## config.mk

```make
export PLATFORM = sky130hd
export DESIGN_NAME = store_serializer_flat
export DESIGN_NICKNAME = d
export VERILOG_FILES = /design/src/rtl/cpu_pkg.sv /design/src/rtl/store_serializer_if.sv /design/src/rtl/store_serializer.sv /design/src/flat_wrapper.sv
export SDC_FILE = /design/constraint.sdc
export NUM_CORES = 1
export LEC_CHECK = 0
export ABC_AREA = 1
export CAP_MARGIN = 20
export CORE_UTILIZATION = 35
export DETAILED_ROUTE_END_ITERATION = 7
export PLACE_DENSITY_LB_ADDON = 0.08
export SYNTH_ARGS = -nofsm -noshare
export SYNTH_HDL_FRONTEND = slang
export SYNTH_SLANG_ARGS = --single-unit
```

## constraint.sdc

```tcl
create_clock -name clk -period 6.7 [get_ports clk]
set_clock_uncertainty 0.2 [all_clocks]
set_input_delay 1.34 -clock clk [delete_from_list [all_inputs] [get_ports clk]]
set_output_delay 1.34 -clock clk [all_outputs]
set_load 0.02 [all_outputs]
```

## src/rtl/cpu_pkg.sv

```systemverilog
// Shared CPU memory-path definitions: access-size encodings, store FSM states
// and the size/alignment decoder used by both the store and load paths.
package cpu_pkg;

    localparam logic [1:0] SZ_BYTE = 2'b00;
    localparam logic [1:0] SZ_HALF = 2'b01;
    localparam logic [1:0] SZ_WORD = 2'b10;

    typedef enum logic [1:0] {
        ST_IDLE,
        ST_WRITE,
        ST_DONE,
        ST_ERR
    } state_t;

    // last_idx is the byte count minus one, so it fits the 2-bit byte counter.
    typedef struct packed {
        logic [1:0] last_idx;
        logic       misalign;
    } size_info_t;

    function automatic size_info_t decode_size(input logic [1:0] size,
                                               input logic [1:0] addr_lo);
        size_info_t info;
        info.last_idx = 2'd0;
        info.misalign = 1'b0;
        case (size)
            SZ_BYTE: info.last_idx = 2'd0;
            SZ_HALF: begin
                info.last_idx = 2'd1;
                info.misalign = addr_lo[0];
            end
            SZ_WORD: begin
                info.last_idx = 2'd3;
                info.misalign = |addr_lo;
            end
            default: info.misalign = 1'b1;
        endcase
        return info;
    endfunction

endpackage

```

## src/rtl/store_serializer_if.sv

```systemverilog
// Store request channel plus byte-wide memory write channel of the serializer.
interface store_serializer_if #(
    parameter int AW = 32,
    parameter int DW = 32
);
    logic          req_valid;
    logic          req_ready;
    logic [AW-1:0] req_addr;
    logic [DW-1:0] req_data;
    logic [1:0]    req_size;
    logic          mem_we;
    logic [AW-1:0] mem_addr;
    logic [7:0]    mem_wdata;
    logic          mem_ack;
    logic          done;
    logic          misalign;

    // master: the MEM stage and memory side; slave: the serializer itself.
    modport master (
        output req_valid, req_addr, req_data, req_size, mem_ack,
        input  req_ready, mem_we, mem_addr, mem_wdata, done, misalign
    );

    modport slave (
        input  req_valid, req_addr, req_data, req_size, mem_ack,
        output req_ready, mem_we, mem_addr, mem_wdata, done, misalign
    );
endinterface

```

## src/rtl/store_serializer.sv

```systemverilog
// Narrows a 32-bit sb/sh/sw store onto a byte-wide write bus, little-endian,
// one byte per mem_ack; misaligned or illegal stores are rejected with a pulse.
module store_serializer
    import cpu_pkg::*;
#(
    parameter int AW = 32,
    parameter int DW = 32   // only 32 is supported
) (
    input  logic                clk,
    input  logic                rst,
    store_serializer_if.slave   bus
);

    state_t        state_q, state_d;
    size_info_t    info;
    logic [1:0]    k_q;
    logic [1:0]    last_q;
    logic [AW-1:0] addr_q;
    logic [7:0]    wdata_q;
    logic [DW-1:0] data_q;   // bytes still to be written, next one in [7:0]
    logic          accept;
    logic          byte_ack;
    logic          last_byte;

    assign info      = decode_size(bus.req_size, bus.req_addr[1:0]);
    assign accept    = (state_q == ST_IDLE) && bus.req_valid;
    assign byte_ack  = (state_q == ST_WRITE) && bus.mem_ack;
    assign last_byte = (k_q == last_q);

    // NOTE: every output of this block takes its default before the case, so no latch can form.
    always_comb begin
        state_d = state_q;
        case (state_q)
            ST_IDLE:  if (bus.req_valid) state_d = info.misalign ? ST_ERR : ST_WRITE;
            ST_WRITE: if (bus.mem_ack && last_byte) state_d = ST_DONE;
            ST_DONE:  state_d = ST_IDLE;
            ST_ERR:   state_d = ST_IDLE;
            default:  state_d = ST_IDLE;
        endcase
    end

    // NOTE: state registers use non-blocking assignments so all flops update from pre-edge values.
    always_ff @(posedge clk or posedge rst) begin
        if (rst) state_q <= ST_IDLE;
        else     state_q <= state_d;
    end

    always_ff @(posedge clk or posedge rst) begin
        if (rst) begin
            k_q     <= 2'd0;
            last_q  <= 2'd0;
            addr_q  <= '0;
            wdata_q <= 8'h00;
            data_q  <= '0;
        end else if (accept && !info.misalign) begin
            k_q     <= 2'd0;
            last_q  <= info.last_idx;
            addr_q  <= bus.req_addr;
            wdata_q <= bus.req_data[7:0];
            data_q  <= bus.req_data >> 8;
        end else if (byte_ack && !last_byte) begin
            // Wraps modulo 2^AW; aligned accesses never cross a word anyway.
            k_q     <= k_q + 2'd1;
            addr_q  <= addr_q + AW'(1);
            wdata_q <= data_q[7:0];
            data_q  <= data_q >> 8;
        end
    end

    // Outputs decode straight from the state register, so they are glitch-free
    // and drop the moment the asynchronous reset hits.
    assign bus.req_ready = (state_q == ST_IDLE);
    assign bus.mem_we    = (state_q == ST_WRITE);
    assign bus.mem_addr  = addr_q;
    assign bus.mem_wdata = wdata_q;
    assign bus.done      = (state_q == ST_DONE);
    assign bus.misalign  = (state_q == ST_ERR);

endmodule

```

## src/flat_wrapper.sv

```systemverilog
// flat-port wrapper written by rule: the top's interface ports become plain ports
module store_serializer_flat import cpu_pkg::*;
#(
    parameter int AW = 32,
    parameter int DW = 32                          
)
  (clk, rst, bus_req_valid, bus_req_addr, bus_req_data, bus_req_size, bus_mem_ack, bus_req_ready, bus_mem_we, bus_mem_addr, bus_mem_wdata, bus_done, bus_misalign);
  store_serializer_if #(.AW(AW), .DW(DW)) bus_i ();
  input  logic clk;
  input  logic rst;
  input wire logic [$bits(bus_i.req_valid)-1:0] bus_req_valid;
  input wire logic [$bits(bus_i.req_addr)-1:0] bus_req_addr;
  input wire logic [$bits(bus_i.req_data)-1:0] bus_req_data;
  input wire logic [$bits(bus_i.req_size)-1:0] bus_req_size;
  input wire logic [$bits(bus_i.mem_ack)-1:0] bus_mem_ack;
  output wire logic [$bits(bus_i.req_ready)-1:0] bus_req_ready;
  output wire logic [$bits(bus_i.mem_we)-1:0] bus_mem_we;
  output wire logic [$bits(bus_i.mem_addr)-1:0] bus_mem_addr;
  output wire logic [$bits(bus_i.mem_wdata)-1:0] bus_mem_wdata;
  output wire logic [$bits(bus_i.done)-1:0] bus_done;
  output wire logic [$bits(bus_i.misalign)-1:0] bus_misalign;
  assign bus_i.req_valid = bus_req_valid;
  assign bus_i.req_addr = bus_req_addr;
  assign bus_i.req_data = bus_req_data;
  assign bus_i.req_size = bus_req_size;
  assign bus_i.mem_ack = bus_mem_ack;
  assign bus_req_ready = bus_i.req_ready;
  assign bus_mem_we = bus_i.mem_we;
  assign bus_mem_addr = bus_i.mem_addr;
  assign bus_mem_wdata = bus_i.mem_wdata;
  assign bus_done = bus_i.done;
  assign bus_misalign = bus_i.misalign;
  store_serializer #(.AW(AW), .DW(DW)) u_core (.clk(clk), .rst(rst), .bus(bus_i));
endmodule
```

# Word-level counts from Yosys, hierarchy flattened
# Index checks and enable logic that the tools add are counted.
# Widths: inputs -> output; s select.
# word_totals
regBits,78
in_bits,70
out_inout_bits,44
word_cells,43
# op_classes
n_reduce_logical,13
addsub,2
muxes,14
eq_ne,8
# op_table
op,count
$mux 32,4
$add 32x1->32 const B,1
$mux 8,2
$mux 2,5
$eq 2x2->1 const B,3
$pmux 2 s3,1
$logic_and 1x1->1,5
$eq 2x1->1 const B,2
$logic_not 2->1,2
$pmux 2 s2,1
$reduce_or 2->1,2
$pmux 1 s3,1
$add 2x1->2 const B,1
$eq 2x2->1,1
$logic_not 1->1,2
$ne 2x1->1 const B,1
$ne 2x2->1 const B,1
$reduce_and 2->1,1
$reduce_bool 2->1,1

# Depth between registers and ports, before layout
# Gate-level depths: netlist of the first run.
# depth
depth_word,5
mapped_depth,12
ltp_nobuf,11

# Least setup slack after synthesis of the first run
# No wires, ideal clock.
# synth_timing
path_kind,input port to flip-flop
startpoint,input bus_req_size[1]
endpoint,"register u_core.addr_q[5], in the netlist u_core.bus.mem_addr[5]"
arrival_time_ns,2.325
setup_slack_ns,4.055
cell_stages,10
cell_sequence,inv_1 -> ha_1 -> nand2_1 -> nand2_1 -> nor2_2 -> nand2_2 -> buf_6 -> buf_4 -> o22ai_1 -> nor2_1
# synth_between
elab_chain_len,5
elab_cells_between_ends,8
cone_classes,eq/ne (2); mux (2); reduce/logical (4)
# synth_rtl
item,line,source
"start, declared",flat_wrapper.sv:14,input wire logic [$bits(bus_i.req_size)-1:0] bus_req_size;
"$eq 2x2->1, or another cell as far along",cpu_pkg.sv:27,case (size)
$pmux 1 s3 (*),cpu_pkg.sv:27,
$logic_not 1->1 (*),store_serializer.sv:55,end else if (accept && !info.misalign) begin
$logic_and 1x1->1 (*),store_serializer.sv:55,
$mux 32 / $reduce_bool 2->1 (equally long branches),n/a,
"end signal, assigned",store_serializer.sv:58,addr_q <= bus.req_addr;
"end signal, assigned",store_serializer.sv:64,addr_q <= addr_q + AW'(1);
"end, declared",store_serializer.sv:18,logic [AW-1:0] addr_q;
# Every way passes the cells marked *; elsewhere a longest branch is shown, timed or not.
# A chain may end at the register's enable or synchronous reset.

# Worst setup path in the final report of the first run
# layout_timing
startpoint,input bus_req_size[1]
endpoint,"register u_core.addr_q[10], in the netlist u_core.bus.mem_addr[10]"
# Same word-level chain as after synthesis.

==> impl_metrics.env, run 1 <==
export IMPL_critPathCaptureType="register"
export IMPL_rsz0062_at_grt="false"
export IMPL_synth_edf_count=0
export IMPL_seqCellArea_mm2=0.00175
export IMPL_start_kind="input port"
export IMPL_leakage_nw=2.72
export IMPL_tightestPinTransition_ns=0.916
export IMPL_grt_max_degree=71
export IMPL_critPathMaxFanout=56
export IMPL_cts_clk_slew_worst_paths_ns=0.06
export IMPL_core_area_mm2=0.0117
export IMPL_wire_per_inst_um=13.9
export IMPL_crit_path_start="bus_req_size[1]"
export IMPL_start_util_pct=36.6
export IMPL_first_pass_iters=4
export IMPL_synthCells=604
export IMPL_syn_nets=678
export IMPL_yosysTopAreaCell="dfrtp_1"
export IMPL_place_congestion=0.833
export IMPL_num_antenna_cells=0
export IMPL_hold_viol=0
export IMPL_required_ns=6.73
export IMPL_grt_pass1_vias=4149
export IMPL_synth_area_mm2=0.00426
export IMPL_synth_flop_cell="dfrtp_1"
export IMPL_grt_usage_pct=19.9
export IMPL_final_layout_size_suffix_gt1_share_pct=7.43
export IMPL_wirelength_um=11900
export IMPL_r2r_setup_slack_ns=4.17
export IMPL_cts_tree="done"
export IMPL_cts_sinks=70
export IMPL_drc=0
export IMPL_nets=783
export IMPL_vdd_drop_max_v=0.000198
export IMPL_status="completed"
export IMPL_overflow=0
export IMPL_syn2layout_area_growth_pct=34.5
export IMPL_timing_final_crit_share_pct=52.2
export IMPL_multi_input_area_mm2=0.00210
export IMPL_clkLatencyLatePin_ns=0.34
export IMPL_worstHoldStart="u_core.data_q[23]"
export IMPL_synthDistinctLibCells=33
export IMPL_relSlewSlack_pct=38.9
export IMPL_synth_most_common_cell="nand2_1"
export IMPL_fin_tns_setup_ns=0
export IMPL_rr_startpoint="u_core.k_q[0]"
export IMPL_setup_slack_ns=3.21
export IMPL_yosys_top_cells_count="nand2_1, dfrtp_1, inv_1, nor2_1, nand3_1"
export IMPL_io_pin_count=114
export IMPL_fin_util_pct=49.2
export IMPL_post_route_min_period_ns=3.49
export IMPL_p_total_w=0.00242
export IMPL_post_cts_buffers=0
export IMPL_grt_pass1_wl_um=19800
export IMPL_ys_ff_latch=70
export IMPL_drtAntennaViolNets=0
export IMPL_antenna_found_initial=0
export IMPL_cap_violations=0
export IMPL_vias=4132
export IMPL_critPathKind="in -> reg"
export IMPL_port_buffers=113
export IMPL_hold_buffers=0
export IMPL_die_area_mm2=0.0126
export IMPL_cp_arrival_ns=3.52
export IMPL_dpl_worst_slack_ns=2.81
export IMPL_drtIter0Drc=290
export IMPL_power_density_mw_per_mm2=422
export IMPL_yosys_warnings=0
export IMPL_synth_async_sr_flop_share_pct=100
export IMPL_setup_viol=0
export IMPL_seq_area_frac_synth_pct=41.1
export IMPL_cts_resized=0
export IMPL_fillers=1176
export IMPL_place_hpwl_um=8170
export IMPL_viasPerCell=4.83
export IMPL_fp_dieW_um=112
export IMPL_fp_dieH_um=112
export IMPL_cts_buffers=9
export IMPL_clock_root_buffer="clkbuf_16"
export IMPL_fp_row_count=39
export IMPL_ctsLongestPathBuffers=2
export IMPL_htree_levels=3
export IMPL_hold_class="reg -> reg"
export IMPL_synth_area_top_cells="dfrtp_1, nand2_1, nand3_1, inv_1, nor2_1"
export IMPL_fmaxAchievable_mhz=286
export IMPL_drv_slew=0
export IMPL_synth_top_area_share_pct=41.1
export IMPL_syn_avg_cell_area_um2=7.06
cells by family after synthesis:
logic type,count (synthesis),synth area share [%]
compound gates,53,7.22
fa+ha+maj,4,1.17
simple gates,382,40.1
flops,70,41.1
buf+inv,91,9.60
xor+xnor,4,0.822
cell type report:
| cell class | instances | area share, % |
|---|---|---|
| multi-input cells | 443 | 36.6 |
| flip-flops and latches | 70 | 30.5 |
| repair buffers | 115 | 20.0 |
| inverters | 70 | 4.67 |
| clock buffers | 9 | 3.93 |
| well taps | 143 | 3.12 |
| clock inverters | 6 | 1.11 |
critical path: stages:
cell and delay (ns):
clkdlybuf4s50_1 0.50, ha_1 0.15, inv_1 0.04, nor2_1 0.12, nor2_2 0.05, nand2_2 0.08, buf_4 0.51, inv_6 0.27
or2_0 0.27, o21ai_1 0.11, inv_1 0.05
sequential cells by signal, summed over array words and instances, names as in the netlist:
register and flops:
u_core.k_q 2, u_core.data_q 24, u_core.last_q 2, u_core.state_q 2, u_core.bus.mem_wdata 8, u_core.bus.mem_addr 32
layout by cell type (no fill, tap or decap), types with 9 or more instances in the layout:
cell type,Yosys,routed
dfrtp_1,70,70
clkdlybuf4s50_1,0,113
nand2_2,10,10
nor2_4,9,9
o21ai_0,26,26
nand3_1,59,59
o211ai_1,9,9
clkbuf_16,0,9
nand2_1,217,217
inv_1,65,64
nor2_1,64,64
o22ai_1,9,9
routing by layer:
metal	GRT usage [%]	vias up	share of wire, %
met5	0	-	0
met4	6.13	0	1.4
met3	4.43	12	4.5
met2	33.2	101	47
met1	25.7	1920	47
li1	-	2099	-
path summary, 6_finish.rpt:
kind                                      endpoint  cells past startpoint
min in group asynchronous        u_core.state_q[0]                      3
max                        u_core.bus.mem_addr[10]                     11
max in group asynchronous  u_core.bus.mem_addr[22]                      3
min reg2reg                      u_core.data_q[23]                      2
min                              u_core.data_q[23]                      2
max reg2reg                      u_core.data_q[12]                      7
metrics by stage:
stage	hold slack [ns]	instance area, µm²	cells
detailed placement	0.263	5450	841
floorplan	0.242	4260	604
CTS	0.277	5740	856
finish	0.278	5740	856
global placement	0.258	5450	841
global route	0.300	5740	856
power by group:
part / total [W] / switching, W / internal (W) / leakage, nW
sequential: 0.000814 / 0.000201 / 0.000613 / 0.855
combinational: 0.00113 / 0.000664 / 0.000470 / 1.72
clock: 0.000472 / 0.000187 / 0.000285 / 0.137
No activity file was read; power rests on OpenSTA's default activity.
==> inputs of run 2 (changes only) <==
clock period = 2.9 ns   (was 6.7 ns; I/O delays follow)
==> run 2 against run 1 <==
Combinational power increased by 140%. Non-clock buffer count increased by 5. Worst hold slack improved by 0.0082 ns. Worst setup slack worse by 2.7 ns. Largest cell class unchanged.
==> impl_metrics.env, run 2 (synthesis results as in run 1) <==
export IMPL_largest_register_ffs=32
export IMPL_cts_buffers=9
export IMPL_grt_pass1_vias=4082
export IMPL_cts_resized=0
export IMPL_final_common_cell="nand2_1"
export IMPL_num_antenna_cells=0
export IMPL_grt_usage_pct=20.2
export IMPL_final_cell_mix="nand2_1, clkdlybuf4s50_1, dfrtp_1"
export IMPL_swShare_pct=42.9
export IMPL_antenna_found_initial=0
export IMPL_die_area_mm2=0.0126
export IMPL_start_util_pct=36.6
export IMPL_timing_final_crit_share_pct=84.3
export IMPL_pwr_share_clk_pct=21.3
export IMPL_fin_tns_setup_ns=0
export IMPL_clock_root_buffer="clkbuf_16"
export IMPL_hold_viol=0
export IMPL_p_int_w=0.00330
export IMPL_first_pass_iters=5
export IMPL_place_hpwl_um=8520
export IMPL_nets=788
export IMPL_overflow=0
export IMPL_htree_levels=3
export IMPL_leakage_nw=2.77
export IMPL_wirelength_um=12100
export IMPL_hold_buffers=0
export IMPL_post_cts_buffers=0
export IMPL_relSlewSlack_pct=56.3
export IMPL_critPathCaptureType="register"
export IMPL_fmaxAchievable_mhz=409
export IMPL_place_congestion=0.851
export IMPL_drv_slew=0
export IMPL_final_layout_size_suffix_gt1_share_pct=8.21
export IMPL_grt_pass1_wl_um=20100
export IMPL_critPathKind="in -> reg"
export IMPL_port_buffers=113
export IMPL_syn2layout_area_growth_pct=36.7
export IMPL_setup_slack_ns=0.456
export IMPL_cp_arrival_ns=2.49
export IMPL_rsz0062_at_grt="false"
export IMPL_dpl_worst_slack_ns=0.0907
export IMPL_seqPwrFrac_pct=32.6
export IMPL_clkLatencyLatePin_ns=0.33
export IMPL_power_density_mw_per_mm2=991
export IMPL_fp_row_count=39
export IMPL_p_switching_w=0.00248
export IMPL_cts_tree="done"
export IMPL_drc=0
export IMPL_status="completed"
export IMPL_cap_violations=0
export IMPL_critPathMaxFanout=35
export IMPL_io_pin_count=114
export IMPL_fp_dieH_um=112
export IMPL_drtIter0Drc=181
export IMPL_core_area_mm2=0.0117
export IMPL_wire_per_inst_um=14.0
export IMPL_vias=4118
export IMPL_combPwrFrac_pct=46.1
export IMPL_cts_clk_slew_worst_paths_ns=0.06
export IMPL_post_route_min_period_ns=2.44
export IMPL_fp_dieW_um=112
export IMPL_ctsLongestPathBuffers=2
export IMPL_hold_class="reg -> reg"
export IMPL_required_ns=2.95
export IMPL_fin_util_pct=50.0
export IMPL_drtAntennaViolNets=0
export IMPL_cts_sinks=70
export IMPL_viasPerCell=4.78
export IMPL_r2r_setup_slack_ns=0.95
export IMPL_whs_ns=0.287
export IMPL_grt_max_degree=71
export IMPL_start_kind="input port"
export IMPL_setup_viol=0
export IMPL_tightestPinTransition_ns=0.654
export IMPL_vdd_drop_max_v=0.000424
-- run 2: changes by cell type in the layout (fill, tap and decap cells not counted), sizes merged --
cell	delta
buf	+5
clkinvlp	-2
bufinv	+1
inv	+2
-- run 2: power by group through the flow --
stage | registers (W) | logic [W] | clock network [W]
after floorplan | 0.00206 | 0.00149 | 0
after global placement | 0.00189 | 0.00265 | 0
after detailed placement | 0.00189 | 0.00269 | 0
after CTS | 0.00188 | 0.00270 | 0.00125
after global routing | 0.00196 | 0.00297 | 0.00129
final | 0.00188 | 0.00267 | 0.00123
-- run 2: cell type report --
| type | count | area [µm²] |
|---|---|---|
| clock buffer | 9 | 225 |
| clock inverter | 7 | 106 |
| fill | 1163 | 5830 |
| inverter | 70 | 268 |
| multi-input combinational | 443 | 2100 |
| sequential | 70 | 1750 |
| tap | 143 | 179 |
| timing repair buffer | 120 | 1200 |
-- run 2: final timing paths --
| path | start | endpoint | cells after the start |
|---|---|---|---|
| hold reg to reg | u_core.bus.mem_wdata[2] | u_core.bus.mem_wdata[2] | 2 |
| min in group asynchronous | rst | u_core.state_q[1] | 3 |
| hold / removal | u_core.bus.mem_wdata[2] | u_core.bus.mem_wdata[2] | 2 |
| max in group asynchronous | rst | u_core.bus.mem_addr[13] | 3 |
| setup / recovery | bus_req_size[0] | u_core.data_q[10] | 11 |
| setup reg to reg | u_core.k_q[0] | u_core.data_q[10] | 7 |
-- run 2: layer usage --
metal	GRT usage, %	share of wire [%]	up-vias
met5	0	0	-
met1	26.6	48	1872
met3	3.73	4.9	13
met4	5.42	1.3	0
met2	34.1	46	117
li1	-	-	2116
-- run 2: worst max-delay path, stage by stage --
cell             delay (ns)
clkdlybuf4s50_1        0.45
inv_1                  0.07
ha_1                   0.14
inv_1                  0.05
nor2_1                 0.12
nor2_2                 0.06
nand2_2                0.17
nand2_4                0.12
inv_2                  0.50
nand2_1                0.12
o211ai_1               0.12
-- run 2: metrics by stage --
| step | instance area, µm² | total power [W] | instances |
|---|---|---|---|
| 2_1_floorplan | 4260 | 0.00355 | 604 |
| 3_3_place_gp | 5500 | 0.00453 | 846 |
| 3_5_place_dp | 5500 | 0.00458 | 846 |
| 4_1_cts | 5830 | 0.00583 | 862 |
| 5_1_grt | 5830 | 0.00622 | 862 |
| 6_report | 5830 | 0.00578 | 862 |
==> inputs of run 3 (changes only) <==
clock period = 1.98 ns   (was 2.9 ns; I/O delays follow)
==> run 3 against run 2 <==
Worst setup slack got worse by 0.41 ns. First-iteration DRC count increased by 21%. Combinational power increased by 57%. Sequential power increased by 44%. Routed wire length increased by 2.9%. Critical path depth decreased by 10.
==> impl_metrics.env, run 3 (synthesis results as in run 1) <==
export IMPL_status="completed"
export IMPL_syn2layout_area_growth_pct=44.4
export IMPL_critPathKind="reg -> out"
export IMPL_cts_sinks=70
export IMPL_drtIter0Drc=219
export IMPL_drc=0
export IMPL_power_density_mw_per_mm2=1370
export IMPL_place_congestion=0.871
export IMPL_start_kind="register"
export IMPL_required_ns=1.38
export IMPL_port_buffers=113
export IMPL_drv_slew=0
export IMPL_die_area_mm2=0.0126
export IMPL_timing_final_crit_share_pct=97.6
export IMPL_antenna_found_initial=0
export IMPL_reg2reg_depth=9
export IMPL_crit_path_start="u_core.bus.mem_wdata[1]"
export IMPL_top_layer="met4"
export IMPL_cts_buffers=9
export IMPL_cts_clk_slew_worst_paths_ns=0.06
export IMPL_htree_levels=3
export IMPL_grt_pass1_vias=4155
export IMPL_route_met2_wl_um=5880
export IMPL_first_pass_iters=5
export IMPL_critPathMaxFanout=2
export IMPL_io_pin_count=114
export IMPL_ctsLongestPathBuffers=2
export IMPL_hold_viol=0
export IMPL_grt_max_degree=27
export IMPL_final_cell_mix="nand2_1, clkdlybuf4s50_1, dfrtp_1"
export IMPL_setup_slack_ns=0.0484
export IMPL_cap_violations=0
export IMPL_fp_dieH_um=112
export IMPL_crit_slowest_cell="clkdlybuf4s50_1"
export IMPL_vdd_drop_max_v=0.000589
export IMPL_fillers=1168
export IMPL_fmaxAchievable_mhz=518
export IMPL_fin_tns_setup_ns=0
export IMPL_dpl_worst_slack_ns=-0.491
export IMPL_cp_buffers_inverters=1
export IMPL_relSlewSlack_pct=72.3
export IMPL_critPathCaptureType="output port"
export IMPL_largest_register_ffs=32
export IMPL_fin_util_pct=52.8
export IMPL_cp_cell_sequence="clkdlybuf4s50_1"
export IMPL_wl_met1_um=5740
export IMPL_fp_dieW_um=112
export IMPL_final_common_cell="nand2_1"
export IMPL_drtAntennaViolNets=0
export IMPL_cp_arrival_ns=1.34
export IMPL_wl_met3_um=624
export IMPL_tightestPinTransition_ns=0.414
export IMPL_dp_cells=869
export IMPL_fp_row_count=39
export IMPL_overflow=0
export IMPL_path_depth=1
export IMPL_num_antenna_cells=0
export IMPL_cts_tree="done"
export IMPL_final_layout_size_suffix_gt1_share_pct=11.6
export IMPL_grt_pass1_wl_um=20200
export IMPL_r2r_end="u_core.bus.mem_addr[22]"
export IMPL_multi_input_area_mm2=0.00211
export IMPL_vias=4302
export IMPL_setup_viol=0
export IMPL_grt_usage_pct=20.6
export IMPL_critPathTopFamily="buffers and inverters"
export IMPL_rsz0062_at_grt="false"
export IMPL_nets=816
export IMPL_rr_startpoint="u_core.state_q[1]"
export IMPL_clkLatencyLatePin_ns=0.34
export IMPL_seqCellArea_mm2=0.00175
export IMPL_post_route_min_period_ns=1.93
export IMPL_leakage_nw=3.07
export IMPL_hold_class="in -> async"
export IMPL_final_cells=890
export IMPL_crit_path_end="bus_mem_wdata[1]"
export IMPL_wire_per_inst_um=13.9
export IMPL_r2r_setup_slack_ns=0.12
export IMPL_clock_root_buffer="clkbuf_16"
export IMPL_cp_slowest_stage_delay_ns=0.62
export IMPL_wirelength_um=12400
export IMPL_start_util_pct=36.6
export IMPL_core_area_mm2=0.0117
export IMPL_viasPerCell=4.83
export IMPL_place_hpwl_um=9030
==> run 3: area by class of cell <==
class,instances,share of cell area (%)
inverters,70,4.41
repair buffers,148,25.4
clock inverters,6,0.752
multi-input cells,443,34.2
well taps,143,2.91
flip-flops and latches,70,28.5
clock buffers,10,3.88
==> run 3: how the worst min path moves through the flow <==
stage / from / to / slack (ns) / cells after the start
detailed placement: u_core.data_q[23] / u_core.data_q[23] / 0.28 / 2
floorplan: u_core.data_q[23] / u_core.data_q[23] / 0.24 / 2
global route: rst / u_core.data_q[11] / 0.23 / 2
finish: rst / u_core.data_q[11] / 0.21 / 2
global placement: u_core.data_q[23] / u_core.data_q[23] / 0.26 / 2
CTS: rst / u_core.data_q[11] / 0.22 / 2
==> run 3: where the power goes <==
part	switching, W	total (W)	internal, W
logic	0.00238	0.00418	0.00180
registers	0.000636	0.00271	0.00208
clock network	0.000674	0.00156	0.000889
==> run 3: metrics by stage <==
stage                     power (W)  hold slack [ns]  area (µm²)
after global placement      0.00697            0.258        5810
after CTS                   0.00850            0.217        6130
final                       0.00845            0.209        6150
after global routing        0.00912            0.232        6150
after floorplan             0.00520            0.242        4270
after detailed placement    0.00704            0.276        5810
==> run 3: timing repair <==
item,in CTS,in global routing
pin swaps,1,1
resized for setup,36,6
setup endpoints to repair,94,22
hold buffers,0,0
gates cloned,2,0
buffers inserted,1,2
==> run 3: routing by layer <==
| layer | GRT usage, % | vias up |
|---|---|---|
| li1 | - | 2176 |
| met1 | 26.9 | 1985 |
| met3 | 3.35 | 13 |
| met2 | 34.6 | 128 |
| met5 | 0 | - |
| met4 | 7.56 | 0 |
